$ cat src/rtl/bnn_readout_pkg.sv
// bnn_readout_pkg: shared sizes, score types and FSM states for the BNN class readout
package bnn_readout_pkg;
    localparam int N_CLASSES = 10;
    localparam int SCORE_W   = 5;
    localparam int IDX_W     = $clog2(N_CLASSES);
    typedef logic [SCORE_W-1:0] score_t;
    typedef score_t [N_CLASSES-1:0] score_vec_t;
    typedef logic [IDX_W-1:0] idx_t;
    typedef enum logic [1:0] {IDLE, SCAN, HOLD} argmax_state_t;
endpackage

$ cat src/rtl/bnn_class_argmax_if.sv
// bnn_class_argmax_if: result valid/ready handshake and payload towards the LCD/host side
interface bnn_class_argmax_if;
    import bnn_readout_pkg::*;
    logic   valid;
    logic   ready;
    idx_t   class_id;
    score_t score;
    logic   tie;
    score_t margin;
    modport master (output valid, class_id, score, tie, margin, input ready);
    modport slave  (input valid, class_id, score, tie, margin, output ready);
endinterface

$ cat src/rtl/argmax_update.sv
// argmax_update: one combinational argmax step; second-best ports exist only with BNN_ARGMAX_MARGIN_EN
module argmax_update
    import bnn_readout_pkg::*;
(
    input  score_t best,
`ifdef BNN_ARGMAX_MARGIN_EN
    input  score_t second,
    output score_t second_nx,
`endif
    input  idx_t   cls,
    input  logic   tie,
    input  score_t cand,
    input  idx_t   idx,
    output score_t best_nx,
    output idx_t   cls_nx,
    output logic   tie_nx
);
    logic gt, eq;
    assign gt = cand > best;
    assign eq = cand == best;
    // Strictly larger takes over and clears any earlier tie; equal keeps the lower index but flags a tie
    always_comb begin
        best_nx = gt ? cand : best;
        cls_nx  = gt ? idx : cls;
        tie_nx  = gt ? 1'b0 : (eq ? 1'b1 : tie);
`ifdef BNN_ARGMAX_MARGIN_EN
        second_nx = (gt || eq) ? best : (cand > second ? cand : second);
`endif
    end
endmodule

$ cat src/rtl/bnn_class_argmax.sv
// bnn_class_argmax: snapshots class scores and scans them one per cycle; margin output needs BNN_ARGMAX_MARGIN_EN
module bnn_class_argmax
    import bnn_readout_pkg::*;
(
    input  logic               usb_clk,
    input  logic               rst,
    input  score_vec_t         scores_i,
    input  logic               start_i,
    output logic               busy_o,
    output logic               overrun_o,
    bnn_class_argmax_if.master res
);
    argmax_state_t state, state_nx;
    score_vec_t snap;
    score_t best, best_nx, out_score;
    idx_t idx, cls, cls_nx, out_cls;
    logic tie, tie_nx, out_tie, fire, accept, last;
`ifdef BNN_ARGMAX_MARGIN_EN
    score_t second, second_nx, out_margin;
`endif

    assign fire   = (state == HOLD) && res.ready;
    assign accept = start_i && ((state == IDLE) || fire);
    // idx runs one past the last class so the result registers load on a dedicated cycle
    assign last   = (state == SCAN) && (idx == idx_t'(N_CLASSES));
    assign busy_o       = state != IDLE;
    assign res.valid    = state == HOLD;
    assign res.class_id = out_cls;
    assign res.score    = out_score;
    assign res.tie      = out_tie;
`ifdef BNN_ARGMAX_MARGIN_EN
    assign res.margin   = out_margin;
`else
    assign res.margin   = '0;
`endif

    argmax_update u_update (
        .best    (best),
`ifdef BNN_ARGMAX_MARGIN_EN
        .second    (second),
        .second_nx (second_nx),
`endif
        .cls     (cls),
        .tie     (tie),
        .cand    (snap[idx]),
        .idx     (idx),
        .best_nx (best_nx),
        .cls_nx  (cls_nx),
        .tie_nx  (tie_nx)
    );

    // State register
    always_ff @(posedge usb_clk or posedge rst) begin
        if (rst) state <= IDLE;
        else     state <= state_nx;
    end

    // Next state: an accepted start wins even in the handshake cycle (back-to-back)
    always_comb begin
        state_nx = state;
        state_nx = accept ? SCAN : last ? HOLD : fire ? IDLE : state;
    end

    // Snapshot, running argmax, result registers and sticky overrun
    always_ff @(posedge usb_clk or posedge rst) begin
        if (rst) begin
            snap      <= '0;
            best      <= '0;
            cls       <= '0;
            tie       <= 1'b0;
            idx       <= '0;
            out_score <= '0;
            out_cls   <= '0;
            out_tie   <= 1'b0;
            overrun_o <= 1'b0;
`ifdef BNN_ARGMAX_MARGIN_EN
            second     <= '0;
            out_margin <= '0;
`endif
        end else begin
            if (accept) begin
                snap <= scores_i;
                best <= scores_i[0];
                cls  <= '0;
                tie  <= 1'b0;
                idx  <= idx_t'(1);
`ifdef BNN_ARGMAX_MARGIN_EN
                second <= '0;
`endif
            end else if (state == SCAN && !last) begin
                best <= best_nx;
                cls  <= cls_nx;
                tie  <= tie_nx;
                idx  <= idx + idx_t'(1);
`ifdef BNN_ARGMAX_MARGIN_EN
                second <= second_nx;
`endif
            end
            if (last) begin
                out_score <= best;
                out_cls   <= cls;
                out_tie   <= tie;
`ifdef BNN_ARGMAX_MARGIN_EN
                out_margin <= best - second;
`endif
            end
            if (start_i && ((state == SCAN) || (state == HOLD && !res.ready))) overrun_o <= 1'b1;
        end
    end
endmodule

$ cat src/flat_wrapper.sv
// flat-port wrapper written by rule: the top's interface ports become plain ports
module bnn_class_argmax_flat import bnn_readout_pkg::*;
  (usb_clk, rst, scores_i, start_i, busy_o, overrun_o, res_valid, res_class_id, res_score, res_tie, res_margin, res_ready);
  bnn_class_argmax_if res_i ();
  input  logic usb_clk;
  input  logic rst;
  input  score_vec_t scores_i;
  input  logic start_i;
  output logic busy_o;
  output logic overrun_o;
  output wire logic [$bits(res_i.valid)-1:0] res_valid;
  output wire logic [$bits(res_i.class_id)-1:0] res_class_id;
  output wire logic [$bits(res_i.score)-1:0] res_score;
  output wire logic [$bits(res_i.tie)-1:0] res_tie;
  output wire logic [$bits(res_i.margin)-1:0] res_margin;
  input wire logic [$bits(res_i.ready)-1:0] res_ready;
  assign res_valid = res_i.valid;
  assign res_class_id = res_i.class_id;
  assign res_score = res_i.score;
  assign res_tie = res_i.tie;
  assign res_margin = res_i.margin;
  assign res_i.ready = res_ready;
  bnn_class_argmax u_core (.usb_clk(usb_clk), .rst(rst), .scores_i(scores_i), .start_i(start_i), .busy_o(busy_o), .overrun_o(overrun_o), .res(res_i));
endmodule
$ cat config.mk
export PLATFORM = sky130hd
export DESIGN_NAME = bnn_class_argmax_flat
export DESIGN_NICKNAME = d
export VERILOG_FILES = /design/src/rtl/bnn_readout_pkg.sv /design/src/rtl/bnn_class_argmax_if.sv /design/src/rtl/argmax_update.sv /design/src/rtl/bnn_class_argmax.sv /design/src/flat_wrapper.sv
export SDC_FILE = /design/constraint.sdc
export NUM_CORES = 1
export LEC_CHECK = 0
export CAP_MARGIN = 20
export CORE_MARGIN = 10
export CORE_UTILIZATION = 51
export CTS_BUF_LIST = sky130_fd_sc_hd__clkbuf_16
export DETAILED_ROUTE_END_ITERATION = 16
export PLACE_DENSITY_LB_ADDON = 0.12
export RECOVER_POWER = 25
export SETUP_SLACK_MARGIN = 0.05
export SKIP_LAST_GASP = 1
export SLEW_MARGIN = 20
export SYNTH_ARGS = -nofsm -noshare
export SYNTH_HDL_FRONTEND = slang
export SYNTH_SLANG_ARGS = --single-unit
$ cat constraint.sdc
create_clock -name usb_clk -period 3.3 [get_ports usb_clk]
set_input_delay 0.33 -clock usb_clk [delete_from_list [all_inputs] [get_ports usb_clk]]
set_output_delay 0.33 -clock usb_clk [all_outputs]
set_load 0.01 [all_outputs]
==> results.json <==
{
  "status": "complete, no violations",
  "die_h_microns": 104,
  "postSynthAreaPerCell_sq_um": 13.4,
  "synth_adder_area_share_pct": 2.43,
  "ioPinCount": 72,
  "combPwrFrac_pct": 8.2,
  "drt_wl_total_mm": 7.94,
  "tns_ns": 0,
  "seqPwrFrac_pct": 44.1,
  "insertion_delay_ns": 0.33,
  "ys_seq_area_share_pct": 53.5,
  "async_reset_ff_share_pct": 100,
  "dieArea_sq_um": 10800,
  "crit_path_top_delay_cell": "dfrtp_1",
  "n_fill_cell": 529,
  "hold-worst-slack_ns": 0.454,
  "synth_edf_count": 0,
  "worstMarginPinSlew_ns": 1.30,
  "synth_simple_gate_area_share_pct": 6.32,
  "place.gp.congestion": 0.830,
  "post-route-drc-count": 0,
  "synth_top_family_by_area": "multiplexers",
  "gr-usage-all-layers_pct": 15.1,
  "initial_core_util_pct": 52.7,
  "synth_xor_area_share_pct": 0.729,
  "setup_viol": 0,
  "drive_above_1_share_pct": 29.7,
  "synth_flop_cell": "dfrtp_1",
  "fin_crit_sh_pct": 90.8,
  "finalHoldViolCount": 0,
  "postCtsHoldBufs": 0,
  "critPathKind": "reg2reg",
  "syn_area_sq_um": 3600,
  "yosysTopAreaCellShare_pct": 53.5,
  "rows": 30,
  "instances_no_fill": 440,
  "power.internal_mw": 1.83,
  "yosysWarningCount": 0,
  "synth_area_leaders": "dfrtp_1 (53%), mux2_2 (22%), mux4_2 (3.1%), ha_1 (2.4%), nor2b_1 (2.1%)",
  "p_per_area_nw_per_um2": 488,
  "yosysTopAreaCell": "dfrtp_1",
  "drt_iter0_drc": 96,
  "avgViaCountPerCell": 5.33,
  "n_antenna_cell": 0,
  "cp-start-kind": "register",
  "die_width_microns": 104,
  "place_ws_ns": 0.323,
  "io_buffers": 66,
  "clock-sinks": 77,
  "yosys_register_bits": 77,
  "clkTransAtPathRegs_ns": 0.05,
  "reg2reg_slack_ns": 0.30,
  "rsz0062_at_grt": "no",
  "grt_pass1_vias": 2536,
  "critPathCaptureType": "register",
  "core_sq_um": 6830,
  "numCtsBuffers": 9,
  "pwr-share-clk_pct": 47.6,
  "place_inst": 424,
  "grt_pass1_wl_mm": 13.3,
  "swShare_pct": 20.3,
  "period_minus_slack_ns": 3.00,
  "cp_data_arrival_time_ns": 3.20,
  "yosysUniqueCellTypes": 39,
  "cts_tree": "yes",
  "holdCritPathClass": "reg2reg",
  "drv_slew": 0,
  "power_leakage_nw": 2.10,
  "synth.area.mux_share_pct": 26.1,
  "cts_buffer_depth": 2,
  "fin_ws_ns": 0.305,
  "cp.required_ns": 3.50,
  "nNetsFinal": 400,
  "cp_cell_sequence": "nand2b_1 -> a211oi_1 -> o31ai_1 -> ha_1 -> and3_1 -> a311oi_2 -> o21ai_2 -> nor2b_1 -> a221o_1",
  "synth_compound_area_share_pct": 7.05,
  "area_delta_synth_final_pct": 30.6,
  "ir_drop_mv": 0.368,
  "cp_top_family": "compound AO/OA/AOI/OAI gates",
  "antenna_found_initial": 0,
  "cpPeakStageDelay_ns": 0.66,
  "max_cap_violations": 0,
  "switchingPower_uw": 466,
  "gr-total-overflow": 0,
  "grt_max_degree": 67,
  "first_pass_iters": 4,
  "clock_skew_ns": 0.00847,
  "fmax_mhz": 334,
  "wl_per_cell_microns": 18.1,
  "hpwlAfterDp_mm": 5.83,
  "crit_fanout": 13,
  "cp.buffers_inverters": 0,
  "cts_root_buf": "clkbuf_16",
  "slew-limit-headroom_pct": 13.5,
  "antenna_left": 0,
  "vias": 2347,
  "htree_num_levels": 3,
  "postSynthCellCount": 269
}
## through the flow
stage / instance area, sq um / util (%) / power, mW
3_5_place_dp: 4380 / 64.2 / 1.22
5_1_grt: 4700 / 68.9 / 2.38
6_report: 4700 / 68.9 / 2.29
2_1_floorplan: 3620 / - / 1.12
4_1_cts: 4710 / 69.0 / 2.32
3_3_place_gp: 4380 / 64.2 / 1.22
## worst reg2reg max path: cells and delay by family (launching register included)
family                     cells  cell delay (ns)
and+or+nand+nor                3             0.69
AOI/OAI and AO/OA              5             1.21
adders and majority gates      1             0.30
DFF                            1             0.66
## synthesized netlist by cell type, drive strengths merged (2+ instances only)
library cell,number
nor2b,12
a221o,5
nand2b,4
xor2,2
o21ai,5
mux4,5
mux2,70
o22ai,5
buf,16
and3,2
ha,7
nor2,11
dfrtp,77
clkbuf,2
a211oi,7
o31ai,4
inv,8
nand2,8
mux2i,4
## metal layers
layer | track usage, % | routed length, microns
met3 | 3.84 | 417
met2 | 22.4 | 3690
met5 | 0 | 0
met4 | 6.86 | 133
met1 | 20.1 | 3700
## timing repair
| item | 4_1_cts | 5_1_grt |
|---|---|---|
| setup endpoints to repair | 0 | 5 |
| endpoints found under the hold margin | 0 | 0 |
| setup buffers | 0 | 0 |
| resized for setup | 0 | 1 |
## cells by family (layout without fill, tap and decap cells)
logic type / after synthesis / count (layout)
muxes: 79 / 79
DFF: 77 / 77
and+or+nand+nor: 43 / 43
AOI/OAI and AO/OA: 33 / 33
buffers and inverters: 26 / 97
adders and majority gates: 7 / 7
xor gates and xnor gates: 3 / 3
other: 1 / 5
## registers in the layout, indices dropped and copies added (netlist names)
name	flops
u_core.idx	4
u_core.res.class_id	4
u_core.res.score	5
u_core.overrun_o	1
u_core.res.tie	1
u_core.snap	50
u_core.tie	1
u_core.state	2
u_core.cls	4
u_core.best	5
## path summary, 6_finish.rpt
path                                         startpoint                            to  cells after the start
max                           u_core.idx[1]$_DFFE_PP0P_    u_core.best[1]$_DFFE_PP0P_                      9
min                        u_core.overrun_o$_DFFE_PP0P_  u_core.overrun_o$_DFFE_PP0P_                      1
max reg2reg                   u_core.idx[1]$_DFFE_PP0P_    u_core.best[1]$_DFFE_PP0P_                      9
min reg2reg                u_core.overrun_o$_DFFE_PP0P_  u_core.overrun_o$_DFFE_PP0P_                      1
max in group asynchronous                           rst   u_core.snap[28]$_DFFE_PP0P_                      3
min in group asynchronous                           rst   u_core.snap[43]$_DFFE_PP0P_                      2
## power groups by stage
stage	clock network, mW	registers [mW]	logic, mW
2_1_floorplan	0	1.02	0.107
5_1_grt	1.15	1.02	0.209
3_3_place_gp	0	1.03	0.188
4_1_cts	1.11	1.01	0.194
6_report	1.09	1.01	0.189
3_5_place_dp	0	1.03	0.192
## placed cells by master (no fill, tap or decap), types with 2 or more instances in the layout
master,instances
ha_1,7
nor2_1,10
buf_4,5
mux2i_1,4
o21ai_0,4
a221o_1,5
inv_1,10
a211oi_1,6
o22ai_1,5
o31ai_1,4
conb_1,5
dfrtp_1,77
nand2_1,8
bufinv_16,3
xor2_1,2
mux4_2,5
nand2b_1,4
mux2_2,70
and3_1,2
clkdlybuf4s50_1,65
clkbuf_16,9
nor2b_1,12
## final cells by class
cell class	instances	area (sq um)	share of cell area, %
repair buffers	73	723	15.4
flip-flops and latches	77	1930	41.0
clock inverters	7	106	2.26
multi-input cells	170	1570	33.4
clock buffers	9	225	4.79
well taps	96	120	2.55
inverters	8	30.0	0.638
Note: power is estimated with default switching activity, not from simulation.
==> RTL change 1 (same settings) <==
Build with the macro `BNN_ARGMAX_MARGIN_EN` defined.
--- a/src/rtl/argmax_update.sv
+++ b/src/rtl/argmax_update.sv
@@ -1,4 +1,6 @@
 // argmax_update: one combinational argmax step; second-best ports exist only with BNN_ARGMAX_MARGIN_EN
+`define BNN_ARGMAX_MARGIN_EN
+
 module argmax_update
     import bnn_readout_pkg::*;
 (
Formal check against the unedited RTL: same outputs for any inputs over 10 cycles, from zero or initial values and one cycle with rst high; that may be too few to reach the edited logic, so the function may still have changed.
==> RTL change 1 against the unedited design <==
The flow now finishes with violations (capacitance limit, slew limit). Critical endpoint is now u_core.second[4]. Non-clock buffer count rose by 14. Highest routed layer unchanged. Design area rose by 18%. Global-route usage rose by 1.5 points. Largest cell class unchanged. Power rose by 6.2%. Synthesized area rose by 22%. Sequential cell count rose by 10. Wire length rose by 31%. Sequential share of layout area fell by 1.9 points. Worst setup slack got worse by 0.12 ns.
==> RTL change 1: results (changes against the unedited design) <==
critical path's largest stage delay -> 0.41 ns (-0.25 ns)
Clock transition at path regs -> 0.07 ns (+0.02 ns)
M1 GR Usage -> 22.05% (+2.0 points)
CP max FO -> 25 (+12)
Syn Area/Cell -> 9.495 µm² (-29%)
Buffers on Ports -> 71 (+7.6%)
drt wl/cell -> 16.02 µm (-11%)
fillcell total -> 713 (+35%)
status -> finished, violations left
Post-Place Worst Slack -> 0.1925 ns (-0.1301 ns)
Starting DRT DRC Count -> 213 (+120%)
Placed Cells -> 630 (+49%)
Yosys cell types -> 51 (+31%)
first-pass GRT wire length -> 17.53 mm (+32%)
P_leak -> 2.820 nW (+34%)
met2 GRT Util -> 25.81% (+3.4 points)
post-DR vias/cell -> 5.270 (-1.2%)
Max Cap Violations -> 1 (+1)
Slew @ Worst Pin -> 2.487 ns (+1.191 ns)
gp weighted congestion -> 0.9038 (+8.9%)
Slew Limit Fails -> 67 (+67)
dpl hpwl -> 7.658 mm (+31%)
All-Layer GR Usage -> 16.52% (+1.5 points)
WP data arrival -> 3.33 ns (+0.13 ns)
most instantiated cells after synthesis -> nand2_1 (186), dfrtp_1 (87), ha_1 (16), inv_1 (16), mux2i_1 (16)
share of cells above drive strength 1 -> 11.21% (-18 points)
failing checks -> capacitance limit, slew limit
## RTL change 1: area by class of cell
cell class	instances	area, µm²	share of cell area (%)
Tap cell	105	131.4	2.358
Timing Repair Buffer	87	843.3	15.14
Clock buffer	9	225.2	4.042
Sequential cell	87	2177	39.07
Clock inverter	7	78.83	1.415
Inverter	16	60.06	1.078
Multi-Input combinational cell	338	2056	36.90
## RTL change 1: cells by family (layout without fill, tap and decap cells)
family	Yosys count	after routing	share of synthesized area, %
muxes	36	36	9.003
and+or+nand+nor	220	220	20.70
DFF	87	87	49.42
adders and majority gates	17	17	4.999
xor gates and xnor gates	7	7	1.392
AOI/OAI and AO/OA	58	58	10.08
buffers and inverters	39	119	4.402
## RTL change 1: path summary, 6_finish.rpt
| check | start | end | slack, ns | cells past startpoint |
|---|---|---|---|---|
| max in group asynchronous | rst | u_core.best[0] | 0.58 | 2 |
| hold / removal | u_core.overrun_o | u_core.overrun_o | 0.46 | 1 |
| min in group asynchronous | rst | u_core.snap[43] | 1.30 | 2 |
| setup / recovery | u_core.idx[1] | u_core.second[4] | 0.18 | 12 |
| setup reg to reg | u_core.idx[1] | u_core.second[4] | 0.18 | 12 |
| hold reg to reg | u_core.overrun_o | u_core.overrun_o | 0.46 | 1 |
## RTL change 1: per-stage QoR
| step | util [%] | hold slack, ns | area [µm²] |
|---|---|---|---|
| floorplan | - | 0.4354 | 4405 |
| global placement | 62.97 | 0.4422 | 5226 |
| detailed placement | 63.02 | 0.4510 | 5230 |
| CTS | 66.68 | 0.4393 | 5534 |
| global route | 67.13 | 0.4879 | 5572 |
| finish | 67.13 | 0.4593 | 5572 |
## RTL change 1: report_power, final
group          internal, mW  leakage, nW  switching, mW
Combinational         0.142         1.59          0.124
Clock                 0.596        0.144          0.439
Sequential             1.11         1.08         0.0289
## RTL change 1: metal layers
layer / share of wire (%) / wire [µm]
met1: 47 / 4856
met5: 0 / 0
met3: 4.7 / 491
met2: 47 / 4877
met4: 1.6 / 169
## RTL change 1: what timing repair did
item	in CTS	in global routing
hold buffers	0	0
gates resized for setup	0	4
endpoints found under the setup margin	0	12
setup buffers	0	3
==> RTL change 2 (config.mk and constraints unchanged) <==
Without the edit above. Register the output `overrun_o` once more, cleared by the reset; this adds one clock of latency there. The other outputs are not delayed to match.
--- a/src/rtl/bnn_class_argmax.sv
+++ b/src/rtl/bnn_class_argmax.sv
@@ -10,6 +10,8 @@
     output logic               overrun_o,
     bnn_class_argmax_if.master res
 );
+
+    logic overrun_s0;
     argmax_state_t state, state_nx;
     score_vec_t snap;
     score_t best, best_nx, out_score;
@@ -72,7 +74,7 @@
             out_score <= '0;
             out_cls   <= '0;
             out_tie   <= 1'b0;
-            overrun_o <= 1'b0;
+            overrun_s0 <= 1'b0;
 `ifdef BNN_ARGMAX_MARGIN_EN
             second     <= '0;
             out_margin <= '0;
@@ -104,8 +106,16 @@
                 out_margin <= best - second;
 `endif
             end
-            if (start_i && ((state == SCAN) || (state == HOLD && !res.ready))) overrun_o <= 1'b1;
+            if (start_i && ((state == SCAN) || (state == HOLD && !res.ready))) overrun_s0 <= 1'b1;
         end
     end
+    always_ff @(posedge usb_clk or posedge rst) begin
+        if (rst) begin
+            overrun_o <= '0;
+        end else begin
+            overrun_o <= overrun_s0;
+        end
+    end
+
 endmodule
 
Function: changed (a bounded check fails within 4 cycles, from zero or initial values and one cycle with rst high).
==> RTL change 2 against the unedited design <==
Global-route usage barely moved. Sequential cell count rose by 1. Synthesized cell count rose by 0.37%. Wire length fell by 1.7%. Critical path depth rose by 1. Power fell by 8.6%. Design area fell by 0.69%. Synthesized area rose by 0.69%. Worst setup slack got worse by 0.014 ns. Critical path type unchanged.
==> RTL change 2: results (changes against the unedited design) <==
vias in the first global route -> 2616 (+3.2%)
min-delay src -> u_core.overrun_s0
Top reg by flops -> u_core.snap
dpl hpwl -> 5.791 mm (-0.59%)
routed vias -> 2336 (-0.47%)
Post-synth top flop -> dfrtp_1
largest net degree at the start of global routing -> 46 (-31%)
Cell Count, Final, Fillers Out -> 443 (+0.68%)
Peak VDD IR -> 0.3035 mV (-18%)
Synth area leaders -> dfrtp_1 (54%), mux2_2 (22%), mux4_2 (3.1%)
Top Family by Delay on Critical Path -> compound AO/OA/AOI/OAI gates
WP data arrival -> 3.23 ns (+0.03 ns)
initial antenna violation count -> 0 (unchanged)
Seq/Total Area, Yosys -> 53.81% (+0.32 points)
CP max FO -> 20 (+7)
status -> finished clean
gp weighted congestion -> 0.8235 (-0.75%)
nets -> 403 (+0.75%)
Synth Instances -> 270 (+0.37%)
Starting DRT DRC Count -> 104 (+8.3%)
final wirelength -> 7.805 mm (-1.7%)
Setup Skew -> 0.005679 ns (-0.002788 ns)
All-Layer GR Usage -> 15.07% (+0.021 points)
Critical Path Start -> u_core.idx[0]
Placed Cells -> 427 (+0.71%)
fillcell total -> 539 (+1.9%)
share of cells above drive strength 1 -> 30.84% (+1.2 points)
first-pass GRT wire length -> 13.29 mm (+0.11%)
setup violators final -> 0 (unchanged)
max reg flops -> 50 (unchanged)
critical path's largest stage delay -> 0.47 ns (-0.19 ns)
Placed Area -> 4410 µm² (+0.63%)
slowest CP cell -> dfrtp_2
most instantiated cells after synthesis -> dfrtp_1 (78), mux2_2 (70), nor2b_1 (12), nor2_1 (10), buf_2 (9)
Post-Place Worst Slack -> 0.1954 ns (-0.1273 ns)
max_slew headroom -> 15.30% (+1.8 points)
n_diodes -> 0 (unchanged)
P_leak -> 2.078 nW (-1.2%)
Switching Share -> 22.97% (+2.7 points)
## RTL change 2: cell count changes after synthesis
cell / delta
dfrtp_1: +1
## RTL change 2: path summary, 6_finish.rpt
check | cells past startpoint | to | slack [ns]
worst max-delay path | 10 | u_core.best[0] | 0.29
worst min-delay path | 0 | u_core.overrun_o | 0.40
worst max register to register | 10 | u_core.best[0] | 0.29
worst min register to register | 0 | u_core.overrun_o | 0.40
max in group asynchronous | 3 | u_core.idx[0] | 0.73
min in group asynchronous | 2 | u_core.snap[48] | 0.79
## RTL change 2: kinds of logic (layout without fill, tap and decap cells)
| logic type | Yosys count | in the layout | synth area share [%] |
|---|---|---|---|
| xor gates and xnor gates | 3 | 3 | 0.7245 |
| buffers and inverters | 26 | 99 | 3.725 |
| and+or+nand+nor | 43 | 43 | 6.278 |
| DFF | 78 | 78 | 53.81 |
| other | 1 | 5 | 0.1034 |
| adders and majority gates | 7 | 7 | 2.415 |
| AOI/OAI and AO/OA | 33 | 33 | 7.003 |
| muxes | 79 | 79 | 25.94 |
## RTL change 2: power by group through the flow
stage | Clock, mW | Combinational (mW) | Sequential (mW)
floorplan | 0 | 0.107 | 1.03
global placement | 0 | 0.190 | 1.04
detailed placement | 0 | 0.195 | 1.04
CTS | 0.901 | 0.196 | 1.02
global route | 0.951 | 0.211 | 1.03
finish | 0.882 | 0.191 | 1.02
## RTL change 2: metrics by stage
stage,utilization [%],hold WS (ns)
2_1_floorplan,-,0.3554
3_3_place_gp,64.21,0.3663
3_5_place_dp,64.21,0.3902
4_1_cts,68.11,0.4022
5_1_grt,68.01,0.4060
6_report,68.01,0.4007
## RTL change 2: area by class of cell
cell class              instances  share of cell area (%)
clock buffers                   9                   4.821
clock inverters                 7                  0.9106
inverters                       8                  0.6427
multi-input cells             170                   33.72
flip-flops and latches         78                   41.80
well taps                      96                   2.571
repair buffers                 75                   15.53
## RTL change 2: metal layers
layer,track usage [%],routed length (µm),share of wire [%],vias up
met5,0,0,0,-
li1,-,-,-,1104
met2,23.19,3641,47,68
met3,5.762,404,5.2,7
met4,4.274,80,1.0,0
met1,19.21,3679,47,1157
